`src/rtl/fetch_unit_if.sv`:
```
//==============================================================================
// Module      : fetch_unit_if
// Description : Instruction-memory read bus between the fetch unit and memory.
// Revision    : 1.0 - initial release
//==============================================================================
`default_nettype none

interface fetch_unit_if;
    logic        imem_req;
    logic [31:0] imem_addr;
    logic        imem_ack;
    logic [31:0] imem_rdata;

    modport master (
        output imem_req,
        output imem_addr,
        input  imem_ack,
        input  imem_rdata
    );

    modport slave (
        input  imem_req,
        input  imem_addr,
        output imem_ack,
        output imem_rdata
    );
endinterface

`default_nettype wire

```
`src/rtl/fetch_unit.sv`:
```
//==============================================================================
// Module      : fetch_unit
// Description : Request/wait/execute instruction fetcher with branch redirect
//               and stall. Optional FETCH_ALIGN_CHECK_EN adds misaligned
//               redirect detection (misalign output, HALT on fault).
// Revision    : 1.0 - initial release
//==============================================================================
`default_nettype none

module fetch_unit #(
    parameter logic [31:0] RESET_PC  = 32'h0000_0000,
    parameter logic [31:0] NOP_INSTR = 32'h0000_0013
) (
    input  wire logic        clk,
    input  wire logic        reset_n,
    fetch_unit_if.master     imem,
    input  wire logic        pcsrc,
    input  wire logic [31:0] pctarget,
    input  wire logic        stall,
    output logic      [31:0] instr,
    output logic      [6:0]  op,
    output logic      [2:0]  funct3,
    output logic             funct7b5,
    output logic             instr_valid,
    output logic      [31:0] pc,
    output logic      [31:0] pcplus4
`ifdef FETCH_ALIGN_CHECK_EN
    ,
    output logic             misalign
`endif
);

    typedef enum logic [1:0] {
        FETCH = 2'd0,
        WAIT  = 2'd1,
        EXEC  = 2'd2,
        HALT  = 2'd3
    } state_t;

    state_t      state_q, state_d;
    logic [31:0] pc_q, pc_d;
    logic [31:0] instr_q, instr_d;
    logic        valid_q, valid_d;
    logic        req_fetch;
    logic [31:0] pc_plus4;

`ifdef FETCH_ALIGN_CHECK_EN
    logic        misalign_q, misalign_d;
`endif

    assign pc_plus4 = pc_q + 32'd4;

    always_ff @(posedge clk or negedge reset_n) begin
        if (!reset_n) begin
            state_q <= FETCH;
            pc_q    <= RESET_PC;
            instr_q <= NOP_INSTR;
            valid_q <= 1'b0;
        end else begin
            state_q <= state_d;
            pc_q    <= pc_d;
            instr_q <= instr_d;
            valid_q <= valid_d;
        end
    end

`ifdef FETCH_ALIGN_CHECK_EN
    always_ff @(posedge clk or negedge reset_n) begin
        if (!reset_n) begin
            misalign_q <= 1'b0;
        end else begin
            misalign_q <= misalign_d;
        end
    end
`endif

    always_comb begin
        state_d   = state_q;
        pc_d      = pc_q;
        instr_d   = instr_q;
        valid_d   = valid_q;
        req_fetch = 1'b0;
`ifdef FETCH_ALIGN_CHECK_EN
        misalign_d = misalign_q;
`endif
        case (state_q)
            FETCH: begin
                req_fetch = 1'b1;
                state_d   = WAIT;
            end
            WAIT: begin
                if (imem.imem_ack) begin
                    instr_d = imem.imem_rdata;
                    valid_d = 1'b1;
                    state_d = EXEC;
                end
            end
            EXEC: begin
                if (!stall) begin
                    valid_d = 1'b0;
                    instr_d = NOP_INSTR;
                    state_d = FETCH;
                    pc_d    = pc_plus4;
                    if (pcsrc) begin
`ifdef FETCH_ALIGN_CHECK_EN
                        pc_d = pctarget;
                        if (pctarget[1:0] != 2'b00) begin
                            misalign_d = 1'b1;
                            state_d    = HALT;
                        end
`else
                        pc_d = pctarget & 32'hFFFF_FFFC;
`endif
                    end
                end
            end
            HALT: begin
                valid_d = 1'b0;
                instr_d = NOP_INSTR;
            end
            default: begin
                state_d = FETCH;
            end
        endcase
    end

    // The state register sits in FETCH while reset is held; the request must not leak out then.
    assign imem.imem_req  = req_fetch & reset_n;
    assign imem.imem_addr = pc_q;

    assign instr       = instr_q;
    assign op          = instr_q[6:0];
    assign funct3      = instr_q[14:12];
    assign funct7b5    = instr_q[30];
    assign instr_valid = valid_q;
    assign pc          = pc_q;
    assign pcplus4     = pc_plus4;

`ifdef FETCH_ALIGN_CHECK_EN
    assign misalign = misalign_q;
`endif

endmodule

`default_nettype wire

```
`src/flat_wrapper.sv`:
```
// flat-port wrapper written by rule: the top's interface ports become plain ports
module fetch_unit_flat 
#(
    parameter logic [31:0] RESET_PC  = 32'h0000_0000,
    parameter logic [31:0] NOP_INSTR = 32'h0000_0013
)
  (clk, reset_n, pcsrc, pctarget, stall, instr, op, funct3, funct7b5, instr_valid, pc, pcplus4, imem_imem_req, imem_imem_addr, imem_imem_ack, imem_imem_rdata);
  fetch_unit_if imem_i ();
  input  wire logic clk;
  input  wire logic reset_n;
  input  wire logic pcsrc;
  input  wire logic [31:0] pctarget;
  input  wire logic stall;
  output logic      [31:0] instr;
  output logic      [6:0] op;
  output logic      [2:0] funct3;
  output logic funct7b5;
  output logic instr_valid;
  output logic      [31:0] pc;
  output logic      [31:0] pcplus4;
  output wire logic [$bits(imem_i.imem_req)-1:0] imem_imem_req;
  output wire logic [$bits(imem_i.imem_addr)-1:0] imem_imem_addr;
  input wire logic [$bits(imem_i.imem_ack)-1:0] imem_imem_ack;
  input wire logic [$bits(imem_i.imem_rdata)-1:0] imem_imem_rdata;
  assign imem_imem_req = imem_i.imem_req;
  assign imem_imem_addr = imem_i.imem_addr;
  assign imem_i.imem_ack = imem_imem_ack;
  assign imem_i.imem_rdata = imem_imem_rdata;
  fetch_unit #(.RESET_PC(RESET_PC), .NOP_INSTR(NOP_INSTR)) u_core (.clk(clk), .reset_n(reset_n), .imem(imem_i), .pcsrc(pcsrc), .pctarget(pctarget), .stall(stall), .instr(instr), .op(op), .funct3(funct3), .funct7b5(funct7b5), .instr_valid(instr_valid), .pc(pc), .pcplus4(pcplus4));
endmodule
```
`config.mk`:
```
export PLATFORM = sky130hd
export DESIGN_NAME = fetch_unit_flat
export DESIGN_NICKNAME = d
export VERILOG_FILES = /design/src/rtl/fetch_unit_if.sv /design/src/rtl/fetch_unit.sv /design/src/flat_wrapper.sv
export SDC_FILE = /design/constraint.sdc
export NUM_CORES = 1
export LEC_CHECK = 0
export ABC_AREA = 1
export CORE_MARGIN = 2
export CORE_UTILIZATION = 25
export DETAILED_ROUTE_END_ITERATION = 10
export SLEW_MARGIN = 20
export SYNTH_ARGS = -nofsm -noshare
export SYNTH_HDL_FRONTEND = slang
export SYNTH_SLANG_ARGS = --single-unit
```
`constraint.sdc`:
```
create_clock -name clk -period 2.6 [get_ports clk]
set_input_delay 0.52 -clock clk [delete_from_list [all_inputs] [get_ports clk]]
set_output_delay 0.52 -clock clk [all_outputs]
set_load 0.01 [all_outputs]
```
==> flow_summary.html, run 1 <==
<table>
<tr><th>Metric</th><th>Value</th></tr>
<tr><th colspan="2">Clocking</th></tr>
<tr><td>Sink count of the clock tree</td><td>65</td></tr>
<tr><td>Worst-Skew Late Latency</td><td>~340 ps</td></tr>
<tr><td>Number of levels in the clock H-tree</td><td>3</td></tr>
<tr><td>Clock tree from TritonCTS</td><td>built</td></tr>
<tr><td>Buffer type at the clock tree root</td><td>clkbuf_16</td></tr>
<tr><td>Clock transition time at the flip-flop clock pins of the worst setup and hold paths</td><td>60 ps</td></tr>
<tr><td>Cts-stage hold buffer count</td><td>0</td></tr>
<tr><td>Number of clock buffers inserted by TritonCTS</td><td>9</td></tr>
<tr><td>CTS Buffer Depth</td><td>2</td></tr>
<tr><th colspan="2">Die</th></tr>
<tr><td>Die height</td><td>~130 um</td></tr>
<tr><td>Total number of placement rows</td><td>47</td></tr>
<tr><td>Die X-Extent</td><td>133 um</td></tr>
<tr><td>Starting density of the core</td><td>25.3%</td></tr>
<tr><td>Top-level I/O count</td><td>210</td></tr>
<tr><td>Die outline area</td><td>17700 um2</td></tr>
<tr><td>Area inside the core boundary</td><td>16500 um2</td></tr>
<tr><th colspan="2">Drt</th></tr>
<tr><td>Count of antenna-violating nets left after detailed routing</td><td>0</td></tr>
<tr><td>Detailed Routing Iterations Pass 1</td><td>4</td></tr>
<tr><td>Per-cell routed wire length</td><td>14.2 um</td></tr>
<tr><td>Via Count</td><td>4120</td></tr>
<tr><td>Remaining DRCs</td><td>0</td></tr>
<tr><td>Via-per-instance ratio</td><td>4.29</td></tr>
<tr><td>Number of DRC violations after detailed-routing iteration 0</td><td>143</td></tr>
<tr><td>Wire length reported by the detailed router</td><td>13600 um</td></tr>
<tr><th colspan="2">Synthesis</th></tr>
<tr><td>Synth cell types</td><td>32</td></tr>
<tr><td>Post-synth EDFFs</td><td>0</td></tr>
<tr><td>Average footprint of a synthesized cell</td><td>7.60 um2</td></tr>
<tr><td>Flop and latch count out of synthesis</td><td>65</td></tr>
<tr><td>Synth Warn #</td><td>0</td></tr>
<tr><td>Share of flip-flops with an asynchronous set or reset</td><td>100%</td></tr>
<tr><td>Syn Inst Count</td><td>549</td></tr>
<tr><td>Largest cells by area after synthesis</td><td>dfrtp_1 37%, nand2_1 13%, buf_4 8.6%, nor2_1 7.1%, a22o_1 6.1%</td></tr>
<tr><td>Post-synth top area cell</td><td>dfrtp_1</td></tr>
<tr><td>Area of the mapped netlist</td><td>4170 um2</td></tr>
<tr><td>Top FF cell, synth</td><td>dfrtp_1</td></tr>
<tr><td>Top cell type's share of synthesized area</td><td>37.2%</td></tr>
<tr><td>Proportion of synthesized chip area in sequential cells</td><td>39.1%</td></tr>
<tr><th colspan="2">Final layout</th></tr>
<tr><td>Most common library cell in the layout ignoring fill and taps</td><td>clkdlybuf4s50_1</td></tr>
<tr><td>ANT cells</td><td>0</td></tr>
<tr><td>Count of fill cells added during filler insertion</td><td>1731</td></tr>
<tr><td>Post-layout instance area</td><td>6650 um2</td></tr>
<tr><td>Fraction of the core area covered by cells at the end of the flow</td><td>40.4%</td></tr>
<tr><td>Commonest cells after routing, fill and taps aside</td><td>176 x clkdlybuf4s50_1, 148 x nand2_1, 76 x nor2_1</td></tr>
<tr><td>Final Non-Filler Cells</td><td>960</td></tr>
<tr><td>Synth-to-layout area growth</td><td>59.4%</td></tr>
<tr><td>Net total in the final layout</td><td>slightly above 800</td></tr>
<tr><td>Layout cells sized above 1</td><td>between 10% and 20%</td></tr>
<tr><th colspan="2">Timing</th></tr>
<tr><td>Count of pins over their slew limit</td><td>0</td></tr>
<tr><td>Relative max-transition margin</td><td>42.1%</td></tr>
<tr><td>Unrepaired setup endpoints after global routing</td><td>true</td></tr>
<tr><td>Setup violations, final</td><td>0</td></tr>
<tr><td>Clock period minus worst slack</td><td>around 2500 ps</td></tr>
<tr><td>Final-layout setup total negative slack</td><td>0 ps</td></tr>
<tr><td>Final count of hold timing violations</td><td>0</td></tr>
<tr><td>Maximum clock skew at final layout</td><td>7.65 ps</td></tr>
<tr><td>Final worst-path cycle share</td><td>95.1%</td></tr>
<tr><td>Max Fclk</td><td>0.405 GHz</td></tr>
<tr><td>Worst-margin pin slew</td><td>868 ps</td></tr>
<tr><th colspan="2">Setup path</th></tr>
<tr><td>FF-to-FF path depth</td><td>10</td></tr>
<tr><td>Slack of the worst reg-to-reg path</td><td>620 ps</td></tr>
<tr><td>Startpoint kind of the worst setup timing path</td><td>register</td></tr>
<tr><td>Startpoint of the lowest-slack register-to-register path</td><td>u_core.state_q[0]$_DFFE_PN0P_</td></tr>
<tr><td>Maximum fanout along the worst path</td><td>5</td></tr>
<tr><td>Arrival time reported for the critical path endpoint</td><td>1950 ps</td></tr>
<tr><td>Critical path required time</td><td>2080 ps</td></tr>
<tr><td>Worst Setup Path Type</td><td>reg -&gt; out</td></tr>
<tr><td>Crit Reg-Reg Endpoint</td><td>u_core.instr[23]$_DFFE_PN0P_</td></tr>
<tr><td>Endpoint class of the critical path</td><td>primary output</td></tr>
<tr><th colspan="2">Power and ir drop</th></tr>
<tr><td>Share of power burned in registers</td><td>25.2%</td></tr>
<tr><td>Power per unit of standard cell area</td><td>1230 nW/um2</td></tr>
<tr><td>Cell leakage power</td><td>3.09 nW</td></tr>
<tr><td>Pint</td><td>4.80 mW</td></tr>
<tr><td>Reported net switching power</td><td>3.35 mW</td></tr>
<tr><td>Combinational share of power</td><td>approximately 59%</td></tr>
<tr><td>Clock power frac</td><td>15.5%</td></tr>
<tr><td>Worst VDD drop</td><td>0.582 mV</td></tr>
<tr><td>Switching share of power</td><td>41.1%</td></tr>
<tr><th colspan="2">Global routing</th></tr>
<tr><td>First-pass GRT wire length</td><td>21400 um</td></tr>
<tr><td>Remaining global-route overflow</td><td>0</td></tr>
<tr><td>Antenna violations before repair</td><td>0</td></tr>
<tr><td>Total routing usage reported by global routing</td><td>approximately 16%</td></tr>
<tr><td>Largest net degree at the start of global routing</td><td>66</td></tr>
<tr><td>Number of global-route vias before repair</td><td>between 4000 and 5000</td></tr>
<tr><th colspan="2">Placed design</th></tr>
<tr><td>Input/output buffers</td><td>201</td></tr>
<tr><td>Placed inst area</td><td>roughly 6200 um2</td></tr>
<tr><td>GPL Wtd Cong</td><td>0.784</td></tr>
<tr><td>Placed cell count</td><td>929</td></tr>
<tr><td>Final HPWL DP</td><td>10000 um</td></tr>
<tr><th colspan="2">Run status</th></tr>
<tr><td>Run status</td><td>completed</td></tr>
<tr><th colspan="2">Job</th></tr>
<tr><td>Max capacitance violation total</td><td>0</td></tr>
<tr><th colspan="2">Worst hold path</th></tr>
<tr><td>Worst min-delay path category</td><td>in -&gt; async</td></tr>
</table>
-- timing repair --
| action | CTS | global route |
|---|---|---|
| gates resized for setup | 42 | 11 |
| endpoints found under the setup margin | 24 | 10 |
| pin swaps | 7 | 6 |
| buffers inserted | 13 | 2 |
-- sequential cells by signal, summed over array words and instances (netlist names) --
signal,flops
u_core.instr,32
u_core.imem.imem_addr,30
u_core.state_q,2
u_core.instr_valid,1
-- logic make-up (layout without fill, tap and decap cells) --
group                      count (synthesis)  in the layout  share of synthesized area (%)
and+or+nand+nor                          277            277                           29.3
buffers and inverters                    114            300                           14.9
AOI/OAI and AO/OA                         77             77                           12.6
DFF                                       65             65                           39.1
adders and majority gates                  8              8                           2.40
xor gates and xnor gates                   7              7                           1.65
other                                      1              6                         0.0899
-- power groups by stage --
stage          Sequential, mW  Clock, mW  Combinational [mW]
6_report                 2.05       1.27                4.83
5_1_grt                  2.14       1.34                5.27
4_1_cts                  2.05       1.30                4.87
3_5_place_dp             2.04          0                4.90
3_3_place_gp             2.05          0                4.87
2_1_floorplan            2.18          0                2.41
-- cell usage after synthesis, types with 3 or more instances --
cell type and number:
a22o_1 29, xor2_1 5, o21ai_0 15, nand2_4 3, a21oi_2 4, inv_2 3
o22a_1 3, dfstp_2 3, inv_1 45, nand2_2 8, buf_2 4, a21oi_1 20
clkbuf_1 12, o22ai_1 4, buf_4 48, nor2_4 8, ha_1 8, nand2_1 149
nor2_1 79, nand3_1 24, dfrtp_1 62
-- critical path: stages, from the launching register on --
cell and delay [ps]:
dfrtp_1 370, ha_2 210, nand2_2 90, nor2_8 140, buf_6 120, nand2_4 80
nor2_4 170, nand2_1 60, nand2_1 90, dlygate4sd2_1 280
-- how the worst max path moves through the flow --
| stage | depth (start not counted) | endpoint | start | slack [ps] |
|---|---|---|---|---|
| 3_3_place_gp | 8 | pcplus4[28] | u_core.imem.imem_addr[2]$_DFFE_PN0P_ | 140 |
| 6_report | 9 | pcplus4[14] | u_core.imem.imem_addr[2]$_DFFE_PN0P_ | 130 |
| 3_5_place_dp | 8 | pcplus4[28] | u_core.imem.imem_addr[2]$_DFFE_PN0P_ | 140 |
| 5_1_grt | 8 | pcplus4[20] | u_core.imem.imem_addr[2]$_DFFE_PN0P_ | -8 |
| 4_1_cts | 11 | pcplus4[27] | u_core.imem.imem_addr[3]$_DFFE_PN0P_ | 7 |
| 2_1_floorplan | 7 | pcplus4[28] | u_core.imem.imem_addr[3]$_DFFE_PN0P_ | 750 |
-- final cells by class --
type,instances,area [um2],area share [%]
clock buffers,10,239,3.59
inverters,49,184,2.77
well taps,220,275,4.14
clock inverters,6,67.6,1.02
repair buffers,235,2260,34.0
multi-input cells,375,1980,29.8
flip-flops and latches,65,1640,24.7
-- metrics by stage --
stage | setup WS [ps] | hold slack (ps) | power (mW)
2_1_floorplan | 755 | 224 | 4.60
3_3_place_gp | 139 | 468 | 6.91
3_5_place_dp | 135 | 477 | 6.94
4_1_cts | 6.67 | 434 | 8.22
5_1_grt | -8.02 | 507 | 8.74
6_report | 129 | 407 | 8.15
-- layer usage --
| layer | vias to the layer above | wire length, um | global-route usage, % |
|---|---|---|---|
| met5 | - | 0 | 0 |
| met4 | 0 | 344 | 7.03 |
| met3 | 19 | 1350 | 5.06 |
| met2 | 179 | 6050 | 25.3 |
| met1 | 1857 | 5840 | 19.0 |
| li1 | 2065 | - | - |
No activity file was read; power rests on OpenSTA's default activity.
==> inputs of run 2 (changes only) <==
--- a/config.mk
+++ b/config.mk
@@ -8,6 +8,7 @@
 export ABC_AREA = 1
 export CORE_MARGIN = 2
 export CORE_UTILIZATION = 25
+export CTS_BUF_LIST = sky130_fd_sc_hd__clkbuf_4
 export DETAILED_ROUTE_END_ITERATION = 10
 export SLEW_MARGIN = 20
 export SYNTH_ARGS = -nofsm -noshare
==> run 2 against run 1 <==
Clock power fell by 44%. Via count rose by 0.92%. Critical endpoint is now pcplus4[30]. Sequential share of layout area rose by 0.094 points. Critical path depth rose by 3. Count of clock-buffer cells in the layout fell by 1. Fmax fell by 2.9%. Final cell count rose by 1.5%. Clock skew rose by 8.4 ps. Setup slack got worse by 75 ps. Design area barely moved. Die area did not move.
==> flow_summary.html, run 2 (synthesis results as in run 1) <==
<table>
<tr><th>Metric</th><th>Value</th></tr>
<tr><th colspan="2">Placed design</th></tr>
<tr><td>GPL Wtd Cong</td><td>0.784</td></tr>
<tr><td>Input/output buffers</td><td>201</td></tr>
<tr><td>Final HPWL DP</td><td>10000 um</td></tr>
<tr><td>Placed inst area</td><td>6200 um2</td></tr>
<tr><th colspan="2">Global routing</th></tr>
<tr><td>First-pass GRT wire length</td><td>21500 um</td></tr>
<tr><td>Remaining global-route overflow</td><td>0</td></tr>
<tr><td>Largest net degree at the start of global routing</td><td>66</td></tr>
<tr><td>Total routing usage reported by global routing</td><td>about 16%</td></tr>
<tr><td>Antenna violations before repair</td><td>1</td></tr>
<tr><td>Number of global-route vias before repair</td><td>4220</td></tr>
<tr><th colspan="2">Power and ir drop</th></tr>
<tr><td>Cell leakage power</td><td>about 3 nW</td></tr>
<tr><td>Worst VDD drop</td><td>0.603 mV</td></tr>
<tr><td>Power per unit of standard cell area</td><td>1170 nW/um2</td></tr>
<tr><th colspan="2">Clocking</th></tr>
<tr><td>Clock tree from TritonCTS</td><td>built</td></tr>
<tr><td>Worst-Skew Late Latency</td><td>450 ps</td></tr>
<tr><td>Clock transition time at the flip-flop clock pins of the worst setup and hold paths</td><td>120 ps</td></tr>
<tr><td>Number of levels in the clock H-tree</td><td>3</td></tr>
<tr><td>Cts-stage hold buffer count</td><td>0</td></tr>
<tr><td>Number of clock buffers inserted by TritonCTS</td><td>9</td></tr>
<tr><td>Sink count of the clock tree</td><td>65</td></tr>
<tr><td>CTS Buffer Depth</td><td>2</td></tr>
<tr><td>Buffer type at the clock tree root</td><td>clkbuf_4</td></tr>
<tr><th colspan="2">Final layout</th></tr>
<tr><td>Count of fill cells added during filler insertion</td><td>around 1700</td></tr>
<tr><td>Synth-to-layout area growth</td><td>59.3%</td></tr>
<tr><td>Layout cells sized above 1</td><td>18.3%</td></tr>
<tr><td>Post-layout instance area</td><td>6640 um2</td></tr>
<tr><td>Most common library cell in the layout ignoring fill and taps</td><td>clkdlybuf4s50_1</td></tr>
<tr><td>Commonest cells after routing, fill and taps aside</td><td>172 x clkdlybuf4s50_1, 144 x nand2_1, 72 x nor2_1</td></tr>
<tr><td>Fraction of the core area covered by cells at the end of the flow</td><td>40.3%</td></tr>
<tr><td>Net total in the final layout</td><td>825</td></tr>
<tr><td>Max reg flops</td><td>32</td></tr>
<tr><th colspan="2">Setup path</th></tr>
<tr><td>Worst Setup Path Type</td><td>reg -&gt; out</td></tr>
<tr><td>FF-to-FF path depth</td><td>10</td></tr>
<tr><td>Arrival time reported for the critical path endpoint</td><td>just over 2000 ps</td></tr>
<tr><td>Maximum fanout along the worst path</td><td>5</td></tr>
<tr><td>Endpoint class of the critical path</td><td>primary output</td></tr>
<tr><td>Startpoint kind of the worst setup timing path</td><td>register</td></tr>
<tr><td>Critical path required time</td><td>roughly 2100 ps</td></tr>
<tr><th colspan="2">Timing</th></tr>
<tr><td>Final count of hold timing violations</td><td>0</td></tr>
<tr><td>Unrepaired setup endpoints after global routing</td><td>true</td></tr>
<tr><td>Max Fclk</td><td>~0.39 GHz</td></tr>
<tr><td>Count of pins over their slew limit</td><td>0</td></tr>
<tr><td>Clock period minus worst slack</td><td>approximately 2500 ps</td></tr>
<tr><td>Maximum clock skew at final layout</td><td>16.0 ps</td></tr>
<tr><td>Final worst-path cycle share</td><td>roughly 100%</td></tr>
<tr><td>Relative max-transition margin</td><td>41.3%</td></tr>
<tr><td>Setup violations, final</td><td>0</td></tr>
<tr><td>Worst-margin pin slew</td><td>880 ps</td></tr>
<tr><th colspan="2">Run status</th></tr>
<tr><td>Run status</td><td>completed</td></tr>
<tr><th colspan="2">Die</th></tr>
<tr><td>Top-level I/O count</td><td>210</td></tr>
<tr><td>Die height</td><td>133 um</td></tr>
<tr><td>Die outline area</td><td>17700 um2</td></tr>
<tr><td>Total number of placement rows</td><td>47</td></tr>
<tr><td>Starting density of the core</td><td>25.3%</td></tr>
<tr><td>Area inside the core boundary</td><td>~16000 um2</td></tr>
<tr><td>Die X-Extent</td><td>133 um</td></tr>
<tr><th colspan="2">Drt</th></tr>
<tr><td>Remaining DRCs</td><td>0</td></tr>
<tr><td>Detailed Routing Iterations Pass 1</td><td>4</td></tr>
<tr><td>Per-cell routed wire length</td><td>14.0 um</td></tr>
<tr><td>Number of DRC violations after detailed-routing iteration 0</td><td>149</td></tr>
<tr><td>Via-per-instance ratio</td><td>4.27</td></tr>
<tr><td>Count of antenna-violating nets left after detailed routing</td><td>0</td></tr>
<tr><td>Wire length reported by the detailed router</td><td>13700 um</td></tr>
<tr><td>Via Count</td><td>4158</td></tr>
<tr><th colspan="2">Job</th></tr>
<tr><td>Max capacitance violation total</td><td>0</td></tr>
<tr><th colspan="2">Worst hold path</th></tr>
<tr><td>Worst min-delay path category</td><td>in -&gt; async</td></tr>
</table>
-- run 2: layout make-up --
| cell class | instances | area [um2] | area share [%] |
|---|---|---|---|
| diodes | 1 | 2.50 | 0.0377 |
| clock buffers | 9 | 67.6 | 1.02 |
| clock inverters | 7 | 71.3 | 1.07 |
| inverters | 49 | 186 | 2.81 |
| multi-input cells | 375 | 2040 | 30.7 |
| flip-flops and latches | 65 | 1650 | 24.8 |
| well taps | 220 | 275 | 4.14 |
| repair buffers | 248 | 2360 | 35.5 |
-- run 2: metal layers --
layer | part of all wire (%) | up-vias | global-route usage, %
li1 | - | 2089 | -
met3 | 9.2 | 19 | 4.91
met4 | 2.4 | 0 | 6.91
met5 | 0 | - | 0
met2 | 45 | 168 | 25.6
met1 | 43 | 1882 | 18.9
-- run 2: metrics by stage --
step	setup TNS (ps)	power (mW)	hold WS [ps]	setup slack (ps)	cells
after detailed placement	0	6.94	477	135	929
after global placement	0	6.91	468	139	929
final	0	7.77	280	53.8	974
after global routing	-136	8.37	366	-59.3	974
after CTS	-233	7.70	286	-110	964
after floorplan	0	4.60	224	755	554
-- run 2: worst paths after layout --
check / startpoint / endpoint / slack [ps]
max: u_core.imem.imem_addr[3]$_DFFE_PN0P_ / pcplus4[30] / 50
min: reset_n / u_core.instr[25]$_DFFE_PN0P_ / 280
max reg2reg: u_core.state_q[0]$_DFFE_PN0P_ / u_core.instr[23]$_DFFE_PN0P_ / 600
min reg2reg: u_core.instr_valid$_DFFE_PN0P_ / u_core.instr_valid$_DFFE_PN0P_ / 520
max in group asynchronous: reset_n / u_core.imem.imem_addr[22]$_DFFE_PN0P_ / 1690
min in group clk: u_core.instr_valid$_DFFE_PN0P_ / u_core.instr_valid$_DFFE_PN0P_ / 520
-- run 2: report_power, final --
part	internal [mW]	switching (mW)	leakage [nW]
clock network	0.290	0.425	0.0696
registers	1.52	0.515	0.783
logic	2.60	2.42	2.23
total	4.41	3.36	3.08
-- run 2: worst max-delay path: stages (launching register included) --
cell and delay, ps:
dfrtp_1 380, buf_4 130, ha_4 140, nand2_4 60, nor2_8 130, buf_6 140, nand2_8 70, nor2_4 110
buf_6 110, nand2_1 50, nand2_1 70, nand2_1 50, buf_2 140
-- run 2: timing repair --
item,4_1_cts,5_1_grt
gates resized for setup,57,51
pin swaps,11,12
gates cloned,0,0
setup buffers,19,9
setup endpoints to repair,26,19
